===== config.mk =====
export PLATFORM = sky130hd
export DESIGN_NAME = fetch_unit
export DESIGN_NICKNAME = d
export VERILOG_FILES = /design/src/rtl/fetch_unit.sv
export SDC_FILE = /design/constraint.sdc
export NUM_CORES = 1
export LEC_CHECK = 0
export CAP_MARGIN = 20
export CELL_PAD_IN_SITES_DETAIL_PLACEMENT = 0
export CELL_PAD_IN_SITES_GLOBAL_PLACEMENT = 1
export CORE_ASPECT_RATIO = 1.75
export CORE_MARGIN = 2
export CORE_UTILIZATION = 25
export DETAILED_ROUTE_END_ITERATION = 8
export PLACE_DENSITY_LB_ADDON = 0.1
export SLEW_MARGIN = 20
export SYNTH_ARGS = -nofsm -noshare
export SYNTH_HDL_FRONTEND = slang
export SYNTH_SLANG_ARGS = --single-unit

===== constraint.sdc =====
create_clock -name i_clk -period 4.9 [get_ports i_clk]
set_clock_uncertainty 0.05 [all_clocks]
set_input_delay 0.735 -clock i_clk [delete_from_list [all_inputs] [get_ports i_clk]]
set_output_delay 0.735 -clock i_clk [all_outputs]
set_load 0.05 [all_outputs]

===== src/rtl/fetch_unit.sv =====
// Instruction fetch stage: owns the PC, keeps one request in flight to instruction
// memory and hands each returned word with its PC to decode over valid/ready.
module fetch_unit #(
    parameter logic [31:0] RESET_ADDR = 32'h0000_0000,
    parameter logic [31:0] NOP_INST   = 32'h0000_0013
) (
    input  logic        i_clk,
    input  logic        i_rst_n,
    output logic        o_imem_ren,
    output logic [31:0] o_imem_addr,
    input  logic [31:0] i_imem_rdata,
    input  logic        i_imem_valid,
    input  logic        i_redirect,
    input  logic [31:0] i_redirect_pc,
    output logic [31:0] o_inst,
    output logic [31:0] o_inst_pc,
    output logic        o_inst_valid,
    input  logic        i_inst_ready,
    output logic        o_fetch_fault
);

    typedef enum logic [1:0] {
        ST_IDLE   = 2'd0,
        ST_WAIT   = 2'd1,
        ST_SQUASH = 2'd2
    } state_t;

    state_t      state;
    state_t      state_nxt;
    logic [31:0] pc;
    logic        handshake;
    logic        aligned;

    assign handshake   = o_inst_valid & i_inst_ready;
    assign aligned     = (pc[1:0] == 2'b00);
    assign o_imem_addr = pc;

    always_ff @(posedge i_clk) begin
        if (!i_rst_n) begin
            state <= ST_IDLE;
        end else begin
            state <= state_nxt;
        end
    end

    always_comb begin
        state_nxt = state;
        case (state)
            ST_IDLE: begin
                if (o_imem_ren) begin
                    state_nxt = ST_WAIT;
                end
            end
            ST_WAIT: begin
                // A redirect turns the outstanding read into one to discard,
                // unless its response is already arriving this cycle.
                if (i_redirect) begin
                    state_nxt = i_imem_valid ? ST_IDLE : ST_SQUASH;
                end else if (i_imem_valid) begin
                    state_nxt = ST_IDLE;
                end
            end
            ST_SQUASH: begin
                if (i_imem_valid) begin
                    state_nxt = ST_IDLE;
                end
            end
            default: state_nxt = ST_IDLE;
        endcase
    end

    always_comb begin
        o_imem_ren    = i_rst_n & (state == ST_IDLE) & ~i_redirect & aligned
                        & (~o_inst_valid | i_inst_ready);
        o_fetch_fault = i_rst_n & (state == ST_IDLE) & ~aligned;
    end

    always_ff @(posedge i_clk) begin
        if (!i_rst_n) begin
            pc           <= RESET_ADDR;
            o_inst_valid <= 1'b0;
            o_inst       <= NOP_INST;
            o_inst_pc    <= RESET_ADDR;
        end else if (i_redirect) begin
            pc           <= i_redirect_pc;
            o_inst_valid <= 1'b0;
            o_inst       <= NOP_INST;
        end else if (state == ST_WAIT && i_imem_valid) begin
            // A response landing with a handshake simply overwrites the slot.
            o_inst       <= i_imem_rdata;
            o_inst_pc    <= pc;
            o_inst_valid <= 1'b1;
            pc           <= pc + 32'd4;
        end else if (handshake) begin
            o_inst_valid <= 1'b0;
            o_inst       <= NOP_INST;
        end
    end

endmodule


==> key figures <==
Outcome
  – Status: finished, final reports clean

Pwr
  – Leak Pwr: 2.12 nW
  – Cell Pwr Density: 299 nW/um^2
  – VDD IR max: 0.000157 V

Synth
  – Post-synth top flop: dfxtp_1
  – Top post-synthesis cells by area: dfxtp_1, nand2_1, a22oi_1
  – Yosys top cell by area: dfxtp_1
  – Synth cell count leaders: dfxtp_1, nand2_1, nor2_1, a21oi_1, clkbuf_1
  – Mapped Nets: 586
  – Avg Inst Size Synth: 8.20 um^2
  – Yosys reg bits: 99
  – Async SR Flop Fraction: 0%
  – Cell with the most instances after synthesis: dfxtp_1
  – Mapped Cells: 516
  – Yosys warning count: 0
  – Cell variety after synth: 48
  – Cell Area, Synth: 4230 um^2
  – Number of enable flip-flop cells after synthesis: 0
  – Share of the yosys chip area belonging to registers: 46.8%
  – Top cell type's share of synthesized area: 46.8%

Worst setup path
  – Crit path DAT: 3.40 ns
  – CP startpoint: i_redirect
  – Reg-to-reg setup timing slack: 2.41 ns
  – Setup crit end: o_imem_addr[22]$_SDFFE_PN0P_
  – CP required: 5.11 ns
  – Critical path fanouts, max: 21
  – Critical Path End Type: register
  – Slowest CP cell: or4_1
  – Worst Setup Path Type: in2reg
  – Worst path top cell family by delay: simple AND/OR/NAND/NOR gates
  – Worst r2r src: o_imem_addr[2]$_SDFFE_PN0P_
  – Reg2reg end: o_imem_addr[26]$_SDFFE_PN0P_
  – Critical Path Start Type: input port
  – CP max stage delay: 0.65 ns
  – CP cell instances: clkdlybuf4s50_1, inv_1, nand2_1, or4_1, a31oi_1
  – WP depth: 5
  – WP buf/inv: 2
  – Cells on worst reg2reg path: 5

Clocking
  – Clock Path Buffers: 2
  – Post-CTS sizing: 0
  – Total CTS buffers: 9
  – H-Tree Depth: 3
  – Worst skew pair latency: 0.35 ns
  – Clk slew on worst S/H paths: 0.07 ns
  – CTS tree: built
  – Total clock sinks: 99
  – CTS Root Cell: clkbuf_16
  – Setup Fix Bufs, Post-CTS: 0
  – Post-CTS Hold Buffers: 0

Routing
  – DRT Pass-1 Iters: 4
  – WL final: 15200 um
  – Detailed Route Iter0 Violations: 182
  – DR vias/cell: 4.90
  – Via count: 4391
  – Antenna Violating Nets Remaining: 0
  – Wire per inst: 16.9 um
  – DRC: 0

Timing
  – Unrepaired setup endpoints after global routing: no
  – Slew @ Worst Pin: 0.774 ns
  – Setup TNS: 0 ns
  – Slew Limit Headroom: 48.3%
  – Fmax: 0.313 GHz
  – Pins over their slew limit: 0
  – Fin crit period: 3.19 ns
  – Final period util: 65.1%
  – Count of final hold-check violations: 0
  – Final setup fails: 0
  – Hold WS: 0.403 ns

Finish
  – Post-route insts no fill: 896
  – Fill cells: 1767
  – Utilization after layout: 38.5%
  – Share of layout cells above drive strength 1: 5.23%
  – Fin nets: 734
  – Final antenna diode count: 0
  – Synth-to-Final Area Change: 52.6%

Global route
  – Largest net degree at the start of global routing: 54
  – Total gr overflow: 0
  – Vias in the first global route: 4320
  – First-pass GRT wire length: 23500 um
  – GRT Util Overall: 16.9%
  – Initial antenna violation count: 0

Placement
  – Placed Cells incl. Taps: 879
  – DPL Wire Length: 10900 um
  – GP Congestion: 0.813
  – I/O Buffers: 167

Die
  – Starting Density: 25.2%
  – Chip width: 102 um
  – Cell row count: 63
  – Core Region: 16800 um^2
  – Die ar.: 18000 um^2
  – Ports: 168
  – Die H: 176 um

Hold path
  – Min-Delay Path Class: reg2reg

Run
  – Maxcap violations: 0
[kinds of logic (layout without fill, tap and decap cells)]
logic type / after synthesis / in the layout / share of synthesized area (%)
simple gates: 236 / 236 / 27.3
fa+ha+maj: 1 / 1 / 0.296
mux: 4 / 4 / 0.976
compound gates: 124 / 124 / 19.0
flops: 99 / 99 / 46.8
buf+inv: 44 / 197 / 3.93
xor+xnor: 8 / 8 / 1.66
[per-stage QoR]
stage          worst slack, ns  instance area [um^2]  power, mW
2_1_floorplan             2.21                  4230       1.04
3_3_place_gp              1.42                  6100       1.18
3_5_place_dp              1.31                  6110       1.18
4_1_cts                   1.64                  6430       1.96
5_1_grt                   1.46                  6460       2.01
6_report                  1.71                  6460       1.93
[layout by cell type (no fill, tap or decap), drive strengths merged, types with 5 or more instances in the layout]
cell / n
or3: 6
a21oi: 35
a31oi: 14
inv: 6
xnor2: 6
o31ai: 6
nand2: 93
a22oi: 29
clkbuf: 12
and2: 5
nor2: 48
o21ai: 16
nor4: 6
nor2b: 5
clkdlybuf4s50: 165
dfxtp: 99
nand3: 15
or4: 12
nor3: 9
buf: 11
nand4: 15
and3: 6
and4: 7
a211oi: 6
[registers in the layout (all words and copies together), names as in the netlist]
register      cells
o_inst_pc        32
o_inst           32
o_imem_addr      32
o_inst_valid      1
state             2
[tightest hold or removal path, cell delays in order, from the launching register on]
cell and delay [ns]:
dfxtp_1 0.31, nand2_1 0.05, a21oi_1 0.05
[report_power, final]
group          total (mW)  internal (mW)  leakage, nW  switching (mW)
Sequential          0.869          0.829        0.806          0.0400
Combinational       0.295          0.124         1.16           0.171
Clock               0.766          0.442        0.159           0.324
Total                1.93           1.39         2.12           0.535
[worst min-delay path by stage]
stage | cells after the start | slack, ns | to | start
after floorplan | 1 | 0.41 | state[0]$_SDFFE_PN0P_ | state[1]$_SDFFE_PN0P_
after global placement | 2 | 0.39 | o_inst_pc[15]$_SDFFE_PN0P_ | o_inst_pc[15]$_SDFFE_PN0P_
after detailed placement | 2 | 0.40 | o_inst_pc[14]$_SDFFE_PN0P_ | o_inst_pc[14]$_SDFFE_PN0P_
after CTS | 2 | 0.41 | o_inst_pc[14]$_SDFFE_PN0P_ | o_inst_pc[14]$_SDFFE_PN0P_
after global routing | 2 | 0.42 | o_inst_pc[15]$_SDFFE_PN0P_ | o_inst_pc[15]$_SDFFE_PN0P_
final | 2 | 0.40 | o_inst_pc[14]$_SDFFE_PN0P_ | o_inst_pc[14]$_SDFFE_PN0P_
[area by class of cell]
| cell class | instances | area (um^2) | share of cell area [%] |
|---|---|---|---|
| Inverter | 5 | 18.8 | 0.291 |
| Clock inverter | 4 | 56.3 | 0.872 |
| Tap cell | 227 | 284 | 4.40 |
| Sequential cell | 99 | 1980 | 30.7 |
| Clock buffer | 12 | 267 | 4.13 |
| Timing Repair Buffer | 176 | 1750 | 27.2 |
| Multi-Input combinational cell | 373 | 2100 | 32.5 |
[per-layer routing]
layer / track usage [%] / up-vias / share of wire (%) / wire, um
met4: 5.89 / 0 / 2.1 / 312
met5: 0 / - / 0 / 0
met2: 29.6 / 159 / 53 / 8080
met1: 19.1 / 2054 / 38 / 5720
li1: - / 2160 / - / -
met3: 4.91 / 18 / 7.0 / 1060
Note: power is estimated with default switching activity, not from simulation.
